`config.mk`:
```
export PLATFORM = sky130hd
export DESIGN_NAME = membus_avl_master_flat
export DESIGN_NICKNAME = d
export VERILOG_FILES = /design/src/rtl/membus_avl_master_if.sv /design/src/rtl/membus_avl_master.sv /design/src/flat_wrapper.sv
export SDC_FILE = /design/constraint.sdc
export NUM_CORES = 1
export LEC_CHECK = 0
export CAP_MARGIN = 10
export CORE_ASPECT_RATIO = 2
export CORE_MARGIN = 10
export CORE_UTILIZATION = 36
export CTS_CLUSTER_SIZE = 25
export DETAILED_ROUTE_END_ITERATION = 8
export PLACE_DENSITY = 0.82
export RECOVER_POWER = 50
export SETUP_SLACK_MARGIN = 0.3
export SYNTH_ARGS = -nofsm -noshare
export SYNTH_HDL_FRONTEND = slang
export SYNTH_SLANG_ARGS = --single-unit
```
`constraint.sdc`:
```
create_clock -name i_clk -period 1.9 [get_ports i_clk]
set_clock_uncertainty 0.2 [all_clocks]
set_input_delay 0.19 -clock i_clk [delete_from_list [all_inputs] [get_ports i_clk]]
set_output_delay 0.19 -clock i_clk [all_outputs]
set_load 0.01 [all_outputs]
```
`src/rtl/membus_avl_master_if.sv`:
```
// Memory-bus requester and Avalon-MM signals bundled for membus_avl_master.
//   Requester side : i_rq_cyc, i_rd_rq, i_wr_rq, i_ma, i_wr_rs, i_mb_write (in)
//                    o_addr_ack, o_rd_rs, o_mb_read, o_wr_done (out)
//   Avalon side    : o_address, o_read, o_write, o_writedata (out)
//                    i_readdata, i_waitrequest (in)
// Directions named from the bridge's point of view; master modport = bridge.
interface membus_avl_master_if;
    localparam int unsigned AW = 18;
    localparam int unsigned DW = 36;

    logic          i_rq_cyc;
    logic          i_rd_rq;
    logic          i_wr_rq;
    logic [AW-1:0] i_ma;
    logic          i_wr_rs;
    logic [DW-1:0] i_mb_write;
    logic          o_addr_ack;
    logic          o_rd_rs;
    logic [DW-1:0] o_mb_read;
    logic          o_wr_done;
    logic [AW-1:0] o_address;
    logic          o_read;
    logic          o_write;
    logic [DW-1:0] o_writedata;
    logic [DW-1:0] i_readdata;
    logic          i_waitrequest;

    modport master (
        input  i_rq_cyc, i_rd_rq, i_wr_rq, i_ma, i_wr_rs, i_mb_write,
        input  i_readdata, i_waitrequest,
        output o_addr_ack, o_rd_rs, o_mb_read, o_wr_done,
        output o_address, o_read, o_write, o_writedata
    );

    modport slave (
        output i_rq_cyc, i_rd_rq, i_wr_rq, i_ma, i_wr_rs, i_mb_write,
        output i_readdata, i_waitrequest,
        input  o_addr_ack, o_rd_rs, o_mb_read, o_wr_done,
        input  o_address, o_read, o_write, o_writedata
    );
endinterface

```
`src/rtl/membus_avl_master.sv`:
```
// Bridges one PDP-6 style memory-bus requester onto an Avalon-MM master port.
// Supports read, write and read-pause-write cycles; addresses >= MEM_WORDS are
// never acknowledged so the requester times out (nonexistent memory).
//   i_clk, i_reset_n : clock and asynchronous active-low reset
//   bus (master)     : requester handshake plus Avalon master signals
// Every output is registered.
module membus_avl_master #(
    parameter int unsigned MEM_WORDS = 16384
) (
    input  logic                 i_clk,
    input  logic                 i_reset_n,
    membus_avl_master_if.master  bus
);
    localparam int unsigned AW = 18;
    localparam int unsigned DW = 36;

    typedef enum logic [2:0] {
        S_IDLE  = 3'd0,
        S_RD    = 3'd1,
        S_WWAIT = 3'd2,
        S_WR    = 3'd3,
        S_DONE  = 3'd4
    } state_e;

    state_e        state_q, state_d;
    logic          wr_flag_q, wr_flag_d;
    logic          addr_ack_q, addr_ack_d;
    logic          rd_rs_q, rd_rs_d;
    logic          wr_done_q, wr_done_d;
    logic          read_q, read_d;
    logic          write_q, write_d;
    logic [AW-1:0] address_q, address_d;
    logic [DW-1:0] mb_read_q, mb_read_d;
    logic [DW-1:0] writedata_q, writedata_d;
    logic          req_ok_c;

    // Request is acceptable only for a present word; full 18-bit compare.
    assign req_ok_c = bus.i_rq_cyc & (bus.i_rd_rq | bus.i_wr_rq)
                    & (32'(bus.i_ma) < MEM_WORDS);

    // State and output registers.
    always_ff @(posedge i_clk or negedge i_reset_n) begin
        if (!i_reset_n) begin
            state_q     <= S_IDLE;
            wr_flag_q   <= 1'b0;
            addr_ack_q  <= 1'b0;
            rd_rs_q     <= 1'b0;
            wr_done_q   <= 1'b0;
            read_q      <= 1'b0;
            write_q     <= 1'b0;
            address_q   <= '0;
            mb_read_q   <= '0;
            writedata_q <= '0;
        end else begin
            state_q     <= state_d;
            wr_flag_q   <= wr_flag_d;
            addr_ack_q  <= addr_ack_d;
            rd_rs_q     <= rd_rs_d;
            wr_done_q   <= wr_done_d;
            read_q      <= read_d;
            write_q     <= write_d;
            address_q   <= address_d;
            mb_read_q   <= mb_read_d;
            writedata_q <= writedata_d;
        end
    end

    // Next-state and next-output logic.
    always_comb begin
        state_d     = state_q;
        wr_flag_d   = wr_flag_q;
        addr_ack_d  = 1'b0;
        rd_rs_d     = 1'b0;
        wr_done_d   = 1'b0;
        read_d      = read_q;
        write_d     = write_q;
        address_d   = address_q;
        mb_read_d   = mb_read_q;
        writedata_d = writedata_q;

        case (state_q)
            S_IDLE: begin
                if (req_ok_c) begin
                    address_d  = bus.i_ma;
                    wr_flag_d  = bus.i_wr_rq;
                    addr_ack_d = 1'b1;
                    if (bus.i_rd_rq) begin
                        read_d  = 1'b1;
                        state_d = S_RD;
                    end else begin
                        state_d = S_WWAIT;
                    end
                end
            end
            S_RD: begin
                // Transfer always completes; only the response is gated by rq_cyc.
                if (!bus.i_waitrequest) begin
                    mb_read_d = bus.i_readdata;
                    read_d    = 1'b0;
                    rd_rs_d   = bus.i_rq_cyc;
                    state_d   = wr_flag_q ? S_WWAIT : S_DONE;
                end
            end
            S_WWAIT: begin
                if (!bus.i_rq_cyc) begin
                    state_d = S_IDLE;
                end else if (bus.i_wr_rs) begin
                    writedata_d = bus.i_mb_write;
                    write_d     = 1'b1;
                    state_d     = S_WR;
                end
            end
            S_WR: begin
                if (!bus.i_waitrequest) begin
                    write_d   = 1'b0;
                    wr_done_d = bus.i_rq_cyc;
                    state_d   = S_DONE;
                end
            end
            S_DONE: begin
                // Forces a low-high transition of rq_cyc between cycles.
                if (!bus.i_rq_cyc) begin
                    state_d = S_IDLE;
                end
            end
            default: begin
                state_d = S_IDLE;
                read_d  = 1'b0;
                write_d = 1'b0;
            end
        endcase
    end

    assign bus.o_addr_ack  = addr_ack_q;
    assign bus.o_rd_rs     = rd_rs_q;
    assign bus.o_wr_done   = wr_done_q;
    assign bus.o_mb_read   = mb_read_q;
    assign bus.o_address   = address_q;
    assign bus.o_read      = read_q;
    assign bus.o_write     = write_q;
    assign bus.o_writedata = writedata_q;
endmodule

```
`src/flat_wrapper.sv`:
```
// flat-port wrapper written by rule: the top's interface ports become plain ports
module membus_avl_master_flat 
#(
    parameter int unsigned MEM_WORDS = 16384
)
  (i_clk, i_reset_n, bus_i_rq_cyc, bus_i_rd_rq, bus_i_wr_rq, bus_i_ma, bus_i_wr_rs, bus_i_mb_write, bus_i_readdata, bus_i_waitrequest, bus_o_addr_ack, bus_o_rd_rs, bus_o_mb_read, bus_o_wr_done, bus_o_address, bus_o_read, bus_o_write, bus_o_writedata);
  membus_avl_master_if bus_i ();
  input  logic i_clk;
  input  logic i_reset_n;
  input wire logic [$bits(bus_i.i_rq_cyc)-1:0] bus_i_rq_cyc;
  input wire logic [$bits(bus_i.i_rd_rq)-1:0] bus_i_rd_rq;
  input wire logic [$bits(bus_i.i_wr_rq)-1:0] bus_i_wr_rq;
  input wire logic [$bits(bus_i.i_ma)-1:0] bus_i_ma;
  input wire logic [$bits(bus_i.i_wr_rs)-1:0] bus_i_wr_rs;
  input wire logic [$bits(bus_i.i_mb_write)-1:0] bus_i_mb_write;
  input wire logic [$bits(bus_i.i_readdata)-1:0] bus_i_readdata;
  input wire logic [$bits(bus_i.i_waitrequest)-1:0] bus_i_waitrequest;
  output wire logic [$bits(bus_i.o_addr_ack)-1:0] bus_o_addr_ack;
  output wire logic [$bits(bus_i.o_rd_rs)-1:0] bus_o_rd_rs;
  output wire logic [$bits(bus_i.o_mb_read)-1:0] bus_o_mb_read;
  output wire logic [$bits(bus_i.o_wr_done)-1:0] bus_o_wr_done;
  output wire logic [$bits(bus_i.o_address)-1:0] bus_o_address;
  output wire logic [$bits(bus_i.o_read)-1:0] bus_o_read;
  output wire logic [$bits(bus_i.o_write)-1:0] bus_o_write;
  output wire logic [$bits(bus_i.o_writedata)-1:0] bus_o_writedata;
  assign bus_i.i_rq_cyc = bus_i_rq_cyc;
  assign bus_i.i_rd_rq = bus_i_rd_rq;
  assign bus_i.i_wr_rq = bus_i_wr_rq;
  assign bus_i.i_ma = bus_i_ma;
  assign bus_i.i_wr_rs = bus_i_wr_rs;
  assign bus_i.i_mb_write = bus_i_mb_write;
  assign bus_i.i_readdata = bus_i_readdata;
  assign bus_i.i_waitrequest = bus_i_waitrequest;
  assign bus_o_addr_ack = bus_i.o_addr_ack;
  assign bus_o_rd_rs = bus_i.o_rd_rs;
  assign bus_o_mb_read = bus_i.o_mb_read;
  assign bus_o_wr_done = bus_i.o_wr_done;
  assign bus_o_address = bus_i.o_address;
  assign bus_o_read = bus_i.o_read;
  assign bus_o_write = bus_i.o_write;
  assign bus_o_writedata = bus_i.o_writedata;
  membus_avl_master #(.MEM_WORDS(MEM_WORDS)) u_core (.i_clk(i_clk), .i_reset_n(i_reset_n), .bus(bus_i));
endmodule
```
Yosys cells after proc, flatten, opt, wreduce, memory -nomap -nowiden
Cells that the tools add are included.
{ "totals": {"reg_bits": 99, "latchBits": 0, "mem_bits_rw": 0, "rom_bits": 0, "input_bits": 97, "n_memories": 0} }
{ "op_classes": {"add_sub_neg": 0, "multipliers": 0, "n_div": 0, "n_lt_le_gt_ge": 1, "n_eq_ne": 12, "shift": 0, "muxes": 21, "n_bitwise": 6, "reduce_logical": 9} }
{ "op_table": {"columns": ["cell", "n"], "rows": [
  ["$mux W3", 7],
  ["$lt A18 B15 Y1 const B", 1],
  ["$pmux W3 S5", 1],
  ["$ne A2 B2 Y1 const B", 6],
  ["$mux W1", 10],
  ["$reduce_and A4 Y1", 2],
  ["$eq A3 B2 Y1 const B", 2],
  ["$pmux W1 S3", 2],
  ["$reduce_or A3 Y1", 2],
  ["$reduce_and A5 Y1", 1],
  ["$reduce_and A2 Y1", 2],
  ["$eq A3 B1 Y1 const B", 1],
  ["$eq A3 B3 Y1 const B", 1],
  ["$logic_not A3 Y1", 1],
  ["$ne A3 B3 Y1 const B", 1],
  ["$not A1 Y1", 3],
  ["$reduce_and A3 Y1", 1],
  ["$and A1 B1 Y1", 2],
  ["$mux W2", 1],
  ["$ne A2 B1 Y1 const B", 1],
  ["$or A1 B1 Y1", 1]
]} }

Depth between registers and ports, before layout
{ "depth": {"word_depth": 5, "depth_mapped": 5, "ltp_nobuf": 3} }

Worst setup path after synthesis
No wires, ideal clock.
{ "synth_timing": {"path_type": "reg-to-reg", "from": "register u_core.state_q[2]", "to": "register u_core.mb_read_q[0], in the netlist u_core.bus.o_mb_read[0]", "setup_time_ns": 0.125, "arrival_time_ns": 1.769, "required_time_ns": 1.575, "setup_slack_ns": -0.194, "path_stages_with_launch": 6, "path_buffers": 2, "cell_sequence": "dfrtp_1 clkbuf_1 or3b_2 nor2_4 buf_4 mux2_2"} }
{ "synth_via": {"elab_chain_cells": 2} }
{ "synth_rtl": {"columns": ["element", "line", "rtl"], "rows": [
  ["start: declaration", "membus_avl_master.sv:25", "state_e state_q, state_d;"],
  ["start signal: assignment", "membus_avl_master.sv:55", "state_q <= state_d;"],
  ["$eq A3 B1 Y1", "membus_avl_master.sv:81", "case (state_q)"],
  ["$reduce_and A2 Y1 (no line)", null, null],
  ["end signal: assignment", "membus_avl_master.sv:63", "mb_read_q <= mb_read_d;"],
  ["end: declaration", "membus_avl_master.sv:33", "logic [DW-1:0] mb_read_q, mb_read_d;"]
]} }
Every way passes these cells.
A chain may end at the register's enable or synchronous reset.

Final worst setup path
{ "layout_timing": {"from": "register u_core.state_q[1]", "to": "register u_core.writedata_q[17], in the netlist u_core.bus.o_writedata[17]"} }
{ "layout_via": {"elab_chain_cells": 2} }
{ "layout_rtl": {"columns": ["element", "line", "rtl"], "rows": [
  ["$eq A3 B2 Y1", "membus_avl_master.sv:81", null],
  ["$reduce_and A3 Y1 (no line)", null, null],
  ["end signal: assignment", "membus_avl_master.sv:64", "writedata_q <= writedata_d;"],
  ["end: declaration", "membus_avl_master.sv:34", "logic [DW-1:0] writedata_q, writedata_d;"]
]} }
Every way passes these cells.

==> out/qor.yml <==
status: "complete, but fails checks"
violations: "setup timing"
clk_latency_ns: 0.34
cpLargestDelayFamily: "simple AND/OR/NAND/NOR gates"
rr_worst_depth: 6
track_usage_pct: 17.4
final-hold-violation-count: 0
clkSlewWorstSetupHoldPaths_ns: 0.08
period_share_pct: 110
path_max_fanout: 5
max_slew_margin_pct: 54.3
power.total_mw: 10.3
synthesis.area_um2: 3810
antenna_found_initial: 0
cts_buffers: 9
synthMuxAreaShare_pct: 25.7
cts_tree: "yes"
wl_per_cell_um: 22.3
hold-path-endpoint: "u_core.bus.o_wr_done"
die_h_um: 165
synth_xor_area_share_pct: 0
antennaDiodeCount: 0
nets: 580
power_density_nw_per_um2: 1450
yosysSeqAreaShare_pct: 65.0
synth_top_family_by_area: "multiplexers"
grt_max_degree: 42
grt_setup_unrepaired: "true"
area_delta_synth_final_pct: 86.2
setup_viol: 88
cp.required_ns: 1.93
final_util_pct: 68.1
overflow: 0
synth_compound_area_share_pct: 2.59
synth_cell_types: 30
wl_mm: 13.9
rows: 53
clockBufferDepth: 2
reg2reg_slack_ns: -0.18
io_buffer_count: 191
syn_nets: 335
ctsRootBufferMaster: "clkbuf_16"
synth.top_cell.area_share_pct: 65.0
core_area_um2: 10400
synth-adder-area-share_pct: 0
fin_ws_ns: -0.182
critPathKind: "reg2reg"
avgSynthCellArea_um2: 16.0
cts.sinks: 99
arrival_ns: 2.11
grt_pass1_vias: 3477
synth_top_area_cell: "dfrtp_1"
timing.rr.start: "u_core.state_q[1]"
crit_path_top_delay_cell: "or4b_4"
endpoint_kind: "flop"
drt_iter0_drc: 70
synth_edf_count: 0
finalSetupTns_ns: -10.29
place_hpwl_mm: 9.66
synthFlopType: "dfrtp_1"
grt_first_pass_wirelength_mm: 20.4
path_buf_inv: 3
hold_class: "in2reg"
async_flop_share_pct: 100
dieArea_um2: 15300
crit_path_start_kind: "flop"
tightest_slew_ns: 0.686
yosys-top-cells-count: "dfrtp_1 (99), mux2_2 (56), mux2_1 (31), nor2b_1 (7)"
drc: 0
pin_count: 192
whs_path_depth: 4
ir_drop_v: 0.000732
maxCapViolations: 0
cp_cell_sequence: "buf_6 -> nand2_4 -> or4b_4 -> buf_6 -> clkbuf_16 -> mux2_4"
min_from: "bus_i_rq_cyc"
synth_seq_cells: 99
gp_congestion: 0.797
layout-drive-gt1-share_pct: 35.9
yosys_warnings: 0
slew_violations: 0
die_w_um: 92.7
initial_utilization_pct: 36.6
postRouteAntennaNets: 0
leakage_nw: 3.51
first_pass_iters: 4
htree_num_levels: 3
reg2reg_to: "u_core.bus.o_writedata[17]"
synthTopCellsByArea: "dfrtp_1 (65%), mux2_2 (17%), mux2_1 (9.2%)"
avgViaCountPerCell: 4.77
hold_ws_ns: 0.0527
max_freq_ghz: 0.480
synth-simple-area-share_pct: 4.27
fin_crit_ns: 2.08
path_common_cell: "buf_6"
vias: 2980
yosysMostFrequentCell: "dfrtp_1"
cpPeakStageDelay_ns: 0.58
synth_cells: 238
worst max path at each step:
stage                            from                         end  slack, ns  depth (start not counted)
floorplan           u_core.state_q[2]     u_core.bus.o_mb_read[0]      -0.06                          5
global placement         bus_i_rq_cyc     u_core.bus.o_address[3]      -0.53                          5
detailed placement       bus_i_rq_cyc     u_core.bus.o_address[2]      -0.57                          5
CTS                 u_core.state_q[1]     u_core.bus.o_address[5]      -0.19                          5
global route        u_core.state_q[1]  u_core.bus.o_writedata[28]      -0.21                          6
finish              u_core.state_q[1]  u_core.bus.o_writedata[17]      -0.18                          6
power breakdown:
| part | total (mW) | switching [mW] | internal (mW) |
|---|---|---|---|
| logic | 4.86 | 1.87 | 2.98 |
| clock network | 1.79 | 0.842 | 0.951 |
| registers | 3.63 | 0.553 | 3.08 |
kinds of logic after synthesis:
kind of cell	Yosys count
DFF	99
muxes	87
and+or+nand+nor	26
AOI/OAI and AO/OA	13
buffers and inverters	13
worst min-delay path: cells and delay by family:
family | cells | cell delay, ns
buffers and inverters | 2 | 0.24
and+or+nand+nor | 2 | 0.12
per-stage QoR:
stage,worst slack [ns],instance area (µm²),cells
final,-0.182,7090,625
after global routing,-0.211,7090,625
after CTS,-0.192,6920,617
after detailed placement,-0.568,6200,575
after global placement,-0.527,6200,575
after floorplan,-0.0579,4040,238
sequential cells by signal, indices dropped and copies added (netlist names):
name	cells
u_core.bus.o_addr_ack	1
u_core.bus.o_address	18
u_core.bus.o_mb_read	36
u_core.bus.o_rd_rs	1
u_core.bus.o_read	1
u_core.bus.o_wr_done	1
u_core.bus.o_write	1
u_core.bus.o_writedata	36
u_core.state_q	3
u_core.wr_flag_q	1
cell usage in the layout (no fill, tap or decap), types with 2 or more instances in the layout:
cell type	n
dfrtp_1	98
dlygate4sd2_1	95
clkdlybuf4s50_1	91
mux2_4	80
buf_4	20
buf_6	15
clkbuf_16	13
buf_16	8
nor2b_1	7
mux2_2	7
nor2_1	5
nand2_1	4
buf_12	4
inv_6	3
or4b_4	2
or3b_4	2
o41ai_2	2
clkbuf_2	2
buf_8	2
clkbuf_4	2
metal layers:
layer | vias up | GRT usage [%] | share of wire (%) | routed length, µm
met1 | 1502 | 16.7 | 35 | 4850
met5 | - | 0 | 0 | 0
met2 | 117 | 33.4 | 57 | 7970
met3 | 20 | 5.48 | 5.4 | 750
li1 | 1341 | - | - | -
met4 | 0 | 6.42 | 2.6 | 363
area by class of cell:
| class | count | area, µm² |
|---|---|---|
| Tap cell | 137 | 171 |
| Fill cell | 740 | 3320 |
| Clock inverter | 6 | 53.8 |
| Sequential cell | 99 | 2480 |
| Inverter | 1 | 3.75 |
| Multi-Input combinational cell | 126 | 1600 |
| Timing Repair Buffer | 246 | 2540 |
| Clock buffer | 10 | 239 |
timing repair:
action	in CTS	in global routing
pin swaps	5	4
gates cloned	9	3
setup endpoints to repair	192	97
hold buffers	1	0
endpoints found under the hold margin	99	0
setup buffers	16	5
resized for setup	142	38
Note: power is estimated with default switching activity, not from simulation.
